<file path="src/rtl/stamp_ctrl.sv">
// -----------------------------------------------------------------------------
// stamp_ctrl
//
// Owns the running Unix timestamp and sequences it through an external
// stamp2time converter. The counter is updated by one of four events (set,
// adjust, 1 Hz tick, or the post-reset initial conversion). After each update
// the controller waits for the converter latency and then captures the BCD
// date/time fields into the display registers.
//
// Parameters
//   CONV_LAT     cycles from a counter change until converter outputs are
//                valid (1..15)
//   RESET_STAMP  counter value loaded by reset
//
// Ports
//   clk, rst_n               clock (rising edge), async active-low reset
//   tick_1hz                 one-cycle pulse per second
//   set_req/set_stamp        level request to load set_stamp
//   set_ack                  one-cycle acceptance pulse for set
//   adj_req/adj_unit/adj_dir level request to step the counter
//                            (unit 0..3 = s/min/h/day, dir 0 add, 1 subtract)
//   adj_ack                  one-cycle acceptance pulse for adjust
//   counter                  timestamp feeding the converter
//   *_bcd                    converter outputs
//   disp_*                   captured date/time fields
//   disp_valid               one-cycle pulse when disp_* update
//   busy                     high whenever a conversion is in progress
//   overrun                  sticky: a tick was dropped
//
// Optional build macro STAMP_CTRL_ALARM_EN adds alarm_stamp, alarm_en and
// alarm_hit; alarm_hit pulses once when a captured counter equals
// alarm_stamp while alarm_en is high.
//
// State table
//   state      | meaning
//   -----------+-----------------------------------------------------------
//   ST_IDLE    | waiting for set / adjust / tick / initial conversion
//   ST_WAIT    | counter changed, waiting CONV_LAT cycles for the converter
//   ST_CAPTURE | converter outputs valid, load disp_* on this edge
// -----------------------------------------------------------------------------
module stamp_ctrl #(
    parameter int unsigned CONV_LAT    = 2,
    parameter logic [63:0] RESET_STAMP = 64'd1704067200
) (
    input  logic        clk,
    input  logic        rst_n,
    input  logic        tick_1hz,
    input  logic        set_req,
    input  logic [63:0] set_stamp,
    output logic        set_ack,
    input  logic        adj_req,
    input  logic [1:0]  adj_unit,
    input  logic        adj_dir,
    output logic        adj_ack,
    output logic [63:0] counter,
    input  logic [15:0] year_bcd,
    input  logic [7:0]  month_bcd,
    input  logic [7:0]  day_bcd,
    input  logic [7:0]  hour_bcd,
    input  logic [7:0]  minute_bcd,
    input  logic [7:0]  second_bcd,
    output logic [15:0] disp_year,
    output logic [7:0]  disp_month,
    output logic [7:0]  disp_day,
    output logic [7:0]  disp_hour,
    output logic [7:0]  disp_minute,
    output logic [7:0]  disp_second,
    output logic        disp_valid,
    output logic        busy,
    output logic        overrun
`ifdef STAMP_CTRL_ALARM_EN
   ,input  logic [63:0] alarm_stamp,
    input  logic        alarm_en,
    output logic        alarm_hit
`endif
);

    typedef enum logic [1:0] {
        ST_IDLE    = 2'd0,
        ST_WAIT    = 2'd1,
        ST_CAPTURE = 2'd2
    } state_t;

    localparam logic [3:0] WAIT_LAST = 4'(CONV_LAT - 1);

    state_t      state, state_nxt;
    logic [3:0]  wait_cnt, wait_cnt_nxt;
    logic [63:0] counter_nxt;
    logic        tick_pend, tick_pend_nxt;
    logic        init_pend, init_pend_nxt;
    logic        overrun_nxt;
    logic        set_ack_nxt, adj_ack_nxt;
    logic        capture;
    logic        park_tick;
    logic [63:0] adj_step;
    logic [63:0] adj_result;

    always_comb begin
        adj_step = 64'd1;
        case (adj_unit)
            2'd0:    adj_step = 64'd1;
            2'd1:    adj_step = 64'd60;
            2'd2:    adj_step = 64'd3600;
            default: adj_step = 64'd86400;
        endcase
    end

    // Add wraps naturally; subtract clamps at zero instead of wrapping.
    always_comb begin
        adj_result = counter + adj_step;
        if (adj_dir) begin
            adj_result = (adj_step > counter) ? 64'd0 : (counter - adj_step);
        end
    end

    assign busy = (state != ST_IDLE);

    always_comb begin
        state_nxt     = state;
        wait_cnt_nxt  = wait_cnt;
        counter_nxt   = counter;
        tick_pend_nxt = tick_pend;
        init_pend_nxt = init_pend;
        overrun_nxt   = overrun;
        set_ack_nxt   = 1'b0;
        adj_ack_nxt   = 1'b0;
        capture       = 1'b0;
        park_tick     = 1'b0;

        case (state)
            ST_IDLE: begin
                if (set_req) begin
                    counter_nxt  = set_stamp;
                    set_ack_nxt  = 1'b1;
                    state_nxt    = ST_WAIT;
                    wait_cnt_nxt = 4'd0;
                    park_tick    = tick_1hz;
                end else if (adj_req) begin
                    counter_nxt  = adj_result;
                    adj_ack_nxt  = 1'b1;
                    state_nxt    = ST_WAIT;
                    wait_cnt_nxt = 4'd0;
                    park_tick    = tick_1hz;
                end else if (tick_1hz || tick_pend) begin
                    counter_nxt  = counter + 64'd1;
                    state_nxt    = ST_WAIT;
                    wait_cnt_nxt = 4'd0;
                    // The pending slot frees as it is consumed, so a fresh
                    // tick on the same edge simply refills it.
                    if (tick_pend) begin
                        tick_pend_nxt = tick_1hz;
                    end
                end else if (init_pend) begin
                    init_pend_nxt = 1'b0;
                    state_nxt     = ST_WAIT;
                    wait_cnt_nxt  = 4'd0;
                end
            end
            ST_WAIT: begin
                park_tick = tick_1hz;
                if (wait_cnt == WAIT_LAST) begin
                    state_nxt = ST_CAPTURE;
                end else begin
                    wait_cnt_nxt = wait_cnt + 4'd1;
                end
            end
            ST_CAPTURE: begin
                park_tick    = tick_1hz;
                capture      = 1'b1;
                state_nxt    = ST_IDLE;
                wait_cnt_nxt = 4'd0;
            end
            default: begin
                state_nxt    = ST_IDLE;
                wait_cnt_nxt = 4'd0;
            end
        endcase

        // Tick that could not be consumed this cycle: one-deep buffer, a
        // second one while the buffer is full is lost and flagged.
        if (park_tick) begin
            if (tick_pend) begin
                overrun_nxt = 1'b1;
            end else begin
                tick_pend_nxt = 1'b1;
            end
        end
    end

    always_ff @(posedge clk or negedge rst_n) begin
        if (!rst_n) begin
            state     <= ST_IDLE;
            wait_cnt  <= 4'd0;
            counter   <= RESET_STAMP;
            tick_pend <= 1'b0;
            init_pend <= 1'b1;
            overrun   <= 1'b0;
            set_ack   <= 1'b0;
            adj_ack   <= 1'b0;
        end else begin
            state     <= state_nxt;
            wait_cnt  <= wait_cnt_nxt;
            counter   <= counter_nxt;
            tick_pend <= tick_pend_nxt;
            init_pend <= init_pend_nxt;
            overrun   <= overrun_nxt;
            set_ack   <= set_ack_nxt;
            adj_ack   <= adj_ack_nxt;
        end
    end

    always_ff @(posedge clk or negedge rst_n) begin
        if (!rst_n) begin
            disp_year   <= 16'd0;
            disp_month  <= 8'd0;
            disp_day    <= 8'd0;
            disp_hour   <= 8'd0;
            disp_minute <= 8'd0;
            disp_second <= 8'd0;
            disp_valid  <= 1'b0;
        end else begin
            disp_valid <= capture;
            if (capture) begin
                disp_year   <= year_bcd;
                disp_month  <= month_bcd;
                disp_day    <= day_bcd;
                disp_hour   <= hour_bcd;
                disp_minute <= minute_bcd;
                disp_second <= second_bcd;
            end
        end
    end

`ifdef STAMP_CTRL_ALARM_EN
    always_ff @(posedge clk or negedge rst_n) begin
        if (!rst_n) begin
            alarm_hit <= 1'b0;
        end else begin
            alarm_hit <= capture && alarm_en && (counter == alarm_stamp);
        end
    end
`endif

endmodule

</file>
<file path="config.mk">
export PLATFORM = sky130hd
export DESIGN_NAME = stamp_ctrl
export DESIGN_NICKNAME = d
export VERILOG_FILES = /design/src/rtl/stamp_ctrl.sv
export SDC_FILE = /design/constraint.sdc
export NUM_CORES = 1
export LEC_CHECK = 0
export BUFFER_PORTS_ARGS = -buffer_cell sky130_fd_sc_hd__clkbuf_2
export CORE_UTILIZATION = 35
export CTS_BUF_LIST = sky130_fd_sc_hd__clkbuf_8
export CTS_CLUSTER_SIZE = 20
export DETAILED_ROUTE_END_ITERATION = 8
export PLACE_DENSITY_LB_ADDON = 0.2
export SLEW_MARGIN = 5
export SYNTH_ARGS = -nofsm -noshare
export SYNTH_HDL_FRONTEND = slang
export SYNTH_SLANG_ARGS = --single-unit
</file>
<file path="constraint.sdc">
create_clock -name clk -period 3.8 [get_ports clk]
set_input_delay 0.19 -clock clk [delete_from_list [all_inputs] [get_ports clk]]
set_output_delay 0.19 -clock clk [all_outputs]
set_load 0.02 [all_outputs]
</file>
Word-level counts from Yosys, hierarchy flattened
Index checks and enable logic that the tools add are counted.

Divide/modulo/power cells: 0. Bitwise gates (word level): 3. $mul: 0. Add/subtract/negate cells: 4. $lt $le $gt $ge: 1. Equal/unequal tests: 8. Shift-type cells: 0. Reduce and logical (&&, ||, !) cells: 11. Muxes and demuxes: 34.

Operators by type and width (count): $mux 64 (5); $add 64x1->64 const B (1); $add 64x64->64 (1); $gt 64x64->1 (1); $sub 64x64->64 (1); $pmux 17 s3 (1); $mux 4 (5); $mux 1 (15); $mux 2 (5); $pmux 4 s2 (1); $reduce_and 2->1 (4); $ne 5x5->1 const B (1); $add 4x1->4 const B (1); $eq 2x1->1 const B (2); $eq 2x2->1 const B (2); $eq 4x1->1 const B (1); $logic_not 2->1 (2); $ne 2x2->1 const B (2); $pmux 2 s2 (1); $reduce_and 4->1 (1); $not 1->1 (3); $reduce_bool 3->1 (1); $pmux 1 s2 (1); $reduce_bool 2->1 (1); other kinds (2) (2).

Bits in latches: 0. Word-level logic and storage cells: 76. Bits in writable memories: 0. Memories: 0. Bits of input ports: 128. Flip-flop bits (word level): 132. Output and inout bits: 125. ROM bits: 0.

Depth between registers and ports, before layout
Word-level depth: 7. Mapped depth: 15. Depth with buffers taken out: 12.

Worst setup path before layout
OpenSTA, ideal clock, no wires.

Kind: register to register. Start point: register counter[7]. End point: register counter[59]. Period minus slack after synthesis: 3.439 ns. Path buffers: 1. Cell stages (with the launch flop): 11. Required time: 3.669 ns. Setup slack: 0.361 ns. Data arrival time: 3.308 ns. Setup time: 0.131 ns. Cells stage by stage: dfstp_2 > ha_1 > buf_2 > or3b_2 > or3_1 > nand3_1 > o311ai_2 > a2111oi_1 > o31ai_1 > o21a_1 > or3_1.

Longest elaborated chain between the ends: 5. Elaborated cells on any way between the ends: 9. Those cells by class: 3 x add/sub; 1 x order compare; 5 x mux.

Ends and longest elaborated chain: start: declaration (line 55) `output logic [63:0] counter,`; start signal: assignment (line 203) `counter <= counter_nxt;`; $sub 64x64->64 / $gt 64x64->1 (equally long branches) (line 112) `adj_result = (adj_step > counter) ? 64'd0 : (counter - adj_step);`; $mux 64 (line 112); $mux 64 (line 111) `if (adj_dir) begin`; $mux 64 * (line 138) `end else if (adj_req) begin`; $mux 64 * (line 132) `if (set_req) begin`.

Mark *: on every way between the ends. The rest lies on a longest branch, timed or not. The select of a mux whose other input is x is not followed. A chain may end at the register's enable or synchronous reset.

Final worst setup path
Start point: register counter[7]. End point: register counter[35].

The elaborated chain is that of the path after synthesis.

==> run_results.csv <==
group,metric,value,unit
run_status,status,"complete, no violations",
timing,report.final.slew_viol_count,0,
cts,cts_buffer_depth,2,
timing,holdWs,0.0246,ns
final_layout,drive_gt1_share,28.4,%
grt,grt-ovfl-total,0,
cts,clock-root-buffer,"clkbuf_8",
route,drcViolationCount,0,
setup_path,critPathCaptureType,"flip-flop",
die,design.core.area,33900,sq um
timing,fin_worst_skew,0.0222,ns
yosys,synthArstFlopShare,100,%
final_layout,nets,2074,
setup_path,worstPathRequired,4.19,ns
timing,hold_viol,0,
cts,numCtsBuffers,17,
setup_path,crit_chain,"ha_1 -> or3b_2 -> or3_1 -> nand3_1 -> o311ai_2 -> a2111oi_0 -> buf_4 -> xnor2_1 -> o21ai_0 -> o21ba_2",
min_path,min_path_type,"in2reg",
route,wirelength,57600,um
place,post_dp_cell_area,14700,sq um
cts,h-tree-depth,4,
final_layout,mostFrequentLayoutCell,"clkbuf_2",
grt,grt_max_degree,65,
setup_path,cp_data_arrival_time,4.02,ns
yosys,ys_types,93,
final_layout,fin_area,15800,sq um
setup_path,r2r_cells,10,
timing,worst_pin_slew,1.02,ns
setup_path,slowest_delay,0.72,ns
min_path,whs_path_depth,3,
yosys,ys.flop_type,"dfrtp_1",
timing,fin_crit_sh,95.6,%
yosys,ys_seq_elements,132,
yosys,syn-num-nets,1715,
route,drtIter0Drc,1604,
setup_path,crit_cells,10,
setup_path,crit_family,"compound AO/OA/AOI/OAI gates",
timing,fmax,275,MHz
final_layout,syn_to_final_growth,29.7,%
final_layout,layout_common_cells,"251 x clkbuf_2, 148 x buf_4, 123 x dfrtp_1, 122 x nand2_1, 118 x nor2_1",
setup_path,r2r-start,"counter[7]$_DFFE_PN1P_",
timing,slew_headroom,31.4,%
setup_path,path_buf_inv,1,
setup_path,critPathLaunchType,"flip-flop",
cts,cts.sinks,132,
die,ios,253,
grt,grt_pass1_wl,85400,um
setup_path,slowest_stage,"a2111oi_0",
die,initial_core_util,35.9,%
yosys,yosys.area.top_type_share,25.3,%
die,dieWidth,188,um
yosys,yosys-top-cells-area,"dfrtp_1 25%, mux2_2 5.4%, ha_1 4.2%, o21ai_0 4.2%, a21oi_1 3.8%",
yosys,syn_area_per_cell,7.87,sq um
place,place_hpwl,42500,um
final_layout,final_core_util,46.6,%
route,wire_per_inst,24.3,um
die,dieArea,35500,sq um
route,postRouteAntennaNets,0,
yosys,yosys.area.top_type,"dfrtp_1",
timing,setup_viol,0,
timing,fin_crit,3.63,ns
setup_path,critPathKind,"reg2reg",
final_layout,fill_cells,3391,
route,via_per_inst,6.09,
power,p_leak,0.00652,uW
die,die_h,188,um
min_path,min_from,"set_stamp[12]",
power,powerDensity,750,nW/um^2
yosys,yosysSeqAreaShare,27.2,%
setup_path,worstPathMaxFanout,5,
cts,cts_tree,"built",
grt,grt_pass1_vias,13800,
setup_path,worstReg2RegEnd,"counter[35]$_DFFE_PN0P_",
yosys,synth_area,12200,sq um
route,drt-pass1-iter-count,6,
power,ir_worst_vdd,0.396,mV
setup_path,reg2reg_slack,0.17,ns
grt,grt_antenna_before_repair,0,
place,gp_congestion,1.01,
cts,clk_latency,0.51,ns
yosys,syn_inst,1546,
grt,grtUsageTotal,31.9,%
job,drv_cap,0,
timing,rsz0062_at_grt,"no",
yosys,ys_warn_count,0,
min_path,min_to,"counter[12]$_DFFE_PN0P_",
route,num_vias,14400,
die,std_cell_rows,67,
place,io_buffer_count,252,
yosys,synth-edff-count,0,
cts,clk_pin_slew_worst_paths,0.10,ns
[synthesized netlist by cell type, types with 6 or more instances]
cell type,number
buf_2,15
o221ai_1,24
inv_1,45
and3_1,37
and2_1,10
nor3b_1,6
or4_1,21
o211ai_1,16
nand2b_1,11
nand3_1,46
o41ai_1,6
o31ai_1,24
ha_1,41
nand4_1,38
dfstp_2,9
nor3_1,59
or2_2,8
clkbuf_1,113
a21oi_1,93
a211o_1,7
a21o_1,9
a31oi_1,28
nor2_1,119
dfrtp_1,123
a211oi_1,18
a31o_2,7
or3_1,31
xnor2_1,44
a22oi_1,8
nand2_1,122
nor4_1,27
and4_1,11
o22ai_1,18
a32oi_1,6
xor2_1,28
a221o_1,6
mux2_2,58
nor2b_1,9
o21a_1,13
o21ai_0,101
a221oi_1,8
a22o_1,7
[worst register-to-register path: stages, from the launching register on]
cell	delay, ns
dfstp_2	0.56
ha_1	0.24
or3b_2	0.53
or3_1	0.42
nand3_1	0.17
o311ai_2	0.22
a2111oi_0	0.73
buf_4	0.23
xnor2_1	0.10
o21ai_0	0.11
o21ba_2	0.23
[logic make-up (layout without fill, tap and decap cells)]
| family | after synthesis | after routing | share of synthesized area (%) |
|---|---|---|---|
| xor+xnor | 72 | 72 | 5.18 |
| other cells | 0 | 1 | 0 |
| mux | 63 | 63 | 5.78 |
| simple gates | 587 | 587 | 25.4 |
| flops | 132 | 132 | 27.2 |
| compound gates | 466 | 466 | 26.1 |
| buf+inv | 185 | 557 | 6.11 |
| fa+ha+maj | 41 | 41 | 4.21 |
[layout make-up]
class / instances / area [sq um] / share of cell area [%]
clock inverters: 15 / 159 / 1.01
inverters: 47 / 176 / 1.12
diodes: 1 / 2.50 / 0.0159
well taps: 448 / 561 / 3.55
flip-flops and latches: 132 / 3310 / 21.0
multi-input cells: 1229 / 8140 / 51.6
repair buffers: 478 / 3200 / 20.3
clock buffers: 17 / 234 / 1.48
[state kept, by name (all words and copies together) (netlist names)]
| name | cells |
|---|---|
| counter | 64 |
| disp_year | 16 |
| disp_day | 8 |
| disp_hour | 8 |
| disp_minute | 8 |
| disp_month | 8 |
| disp_second | 8 |
| wait_cnt | 4 |
| state | 2 |
| adj_ack | 1 |
| disp_valid | 1 |
| init_pend | 1 |
| overrun | 1 |
| set_ack | 1 |
| tick_pend | 1 |
[per-stage QoR]
| step | total power, uW | setup slack, ns | TNS, ns | instances |
|---|---|---|---|---|
| after floorplan | 7450 | 0.361 | 0 | 1546 |
| after global placement | 10400 | -0.0406 | -0.0613 | 2260 |
| after detailed placement | 10400 | -0.0924 | -0.140 | 2260 |
| after CTS | 11800 | 0.249 | 0 | 2366 |
| after global routing | 12600 | 0.0452 | 0 | 2366 |
| final | 11800 | 0.166 | 0 | 2367 |
[per-layer routing]
| metal | part of all wire (%) | track usage [%] | vias up |
|---|---|---|---|
| met5 | 0 | 0 | - |
| met2 | 46 | 51.0 | 821 |
| met3 | 8.4 | 5.31 | 142 |
| met4 | 4.7 | 15.1 | 0 |
| met1 | 41 | 41.8 | 6908 |
| li1 | - | - | 6555 |
[worst max path at each step]
stage | startpoint | endpoint | slack [ns]
2_1_floorplan | counter[7]$_DFFE_PN1P_ | counter[59]$_DFFE_PN0P_ | 0.36
3_3_place_gp | adj_unit[0] | counter[35]$_DFFE_PN0P_ | -0.04
3_5_place_dp | adj_unit[0] | counter[35]$_DFFE_PN0P_ | -0.09
4_1_cts | counter[7]$_DFFE_PN1P_ | counter[35]$_DFFE_PN0P_ | 0.25
5_1_grt | counter[7]$_DFFE_PN1P_ | counter[35]$_DFFE_PN0P_ | 0.05
6_report | counter[7]$_DFFE_PN1P_ | counter[35]$_DFFE_PN0P_ | 0.17
[where the power goes]
group	internal, uW	total, uW	switching, uW	leakage (uW)
sequential	2120	3000	887	0.00154
combinational	2910	7550	4640	0.00477
clock	548	1280	733	0.000198
total	5580	11800	6260	0.00652
[timing repair]
item                                    4_1_cts  5_1_grt
endpoints found under the setup margin        0        0
hold buffers                                 74        0
resized for setup                             0        0
endpoints found under the hold margin       126        0
setup buffers                                 0        0
Note: power is estimated with default switching activity, not from simulation.
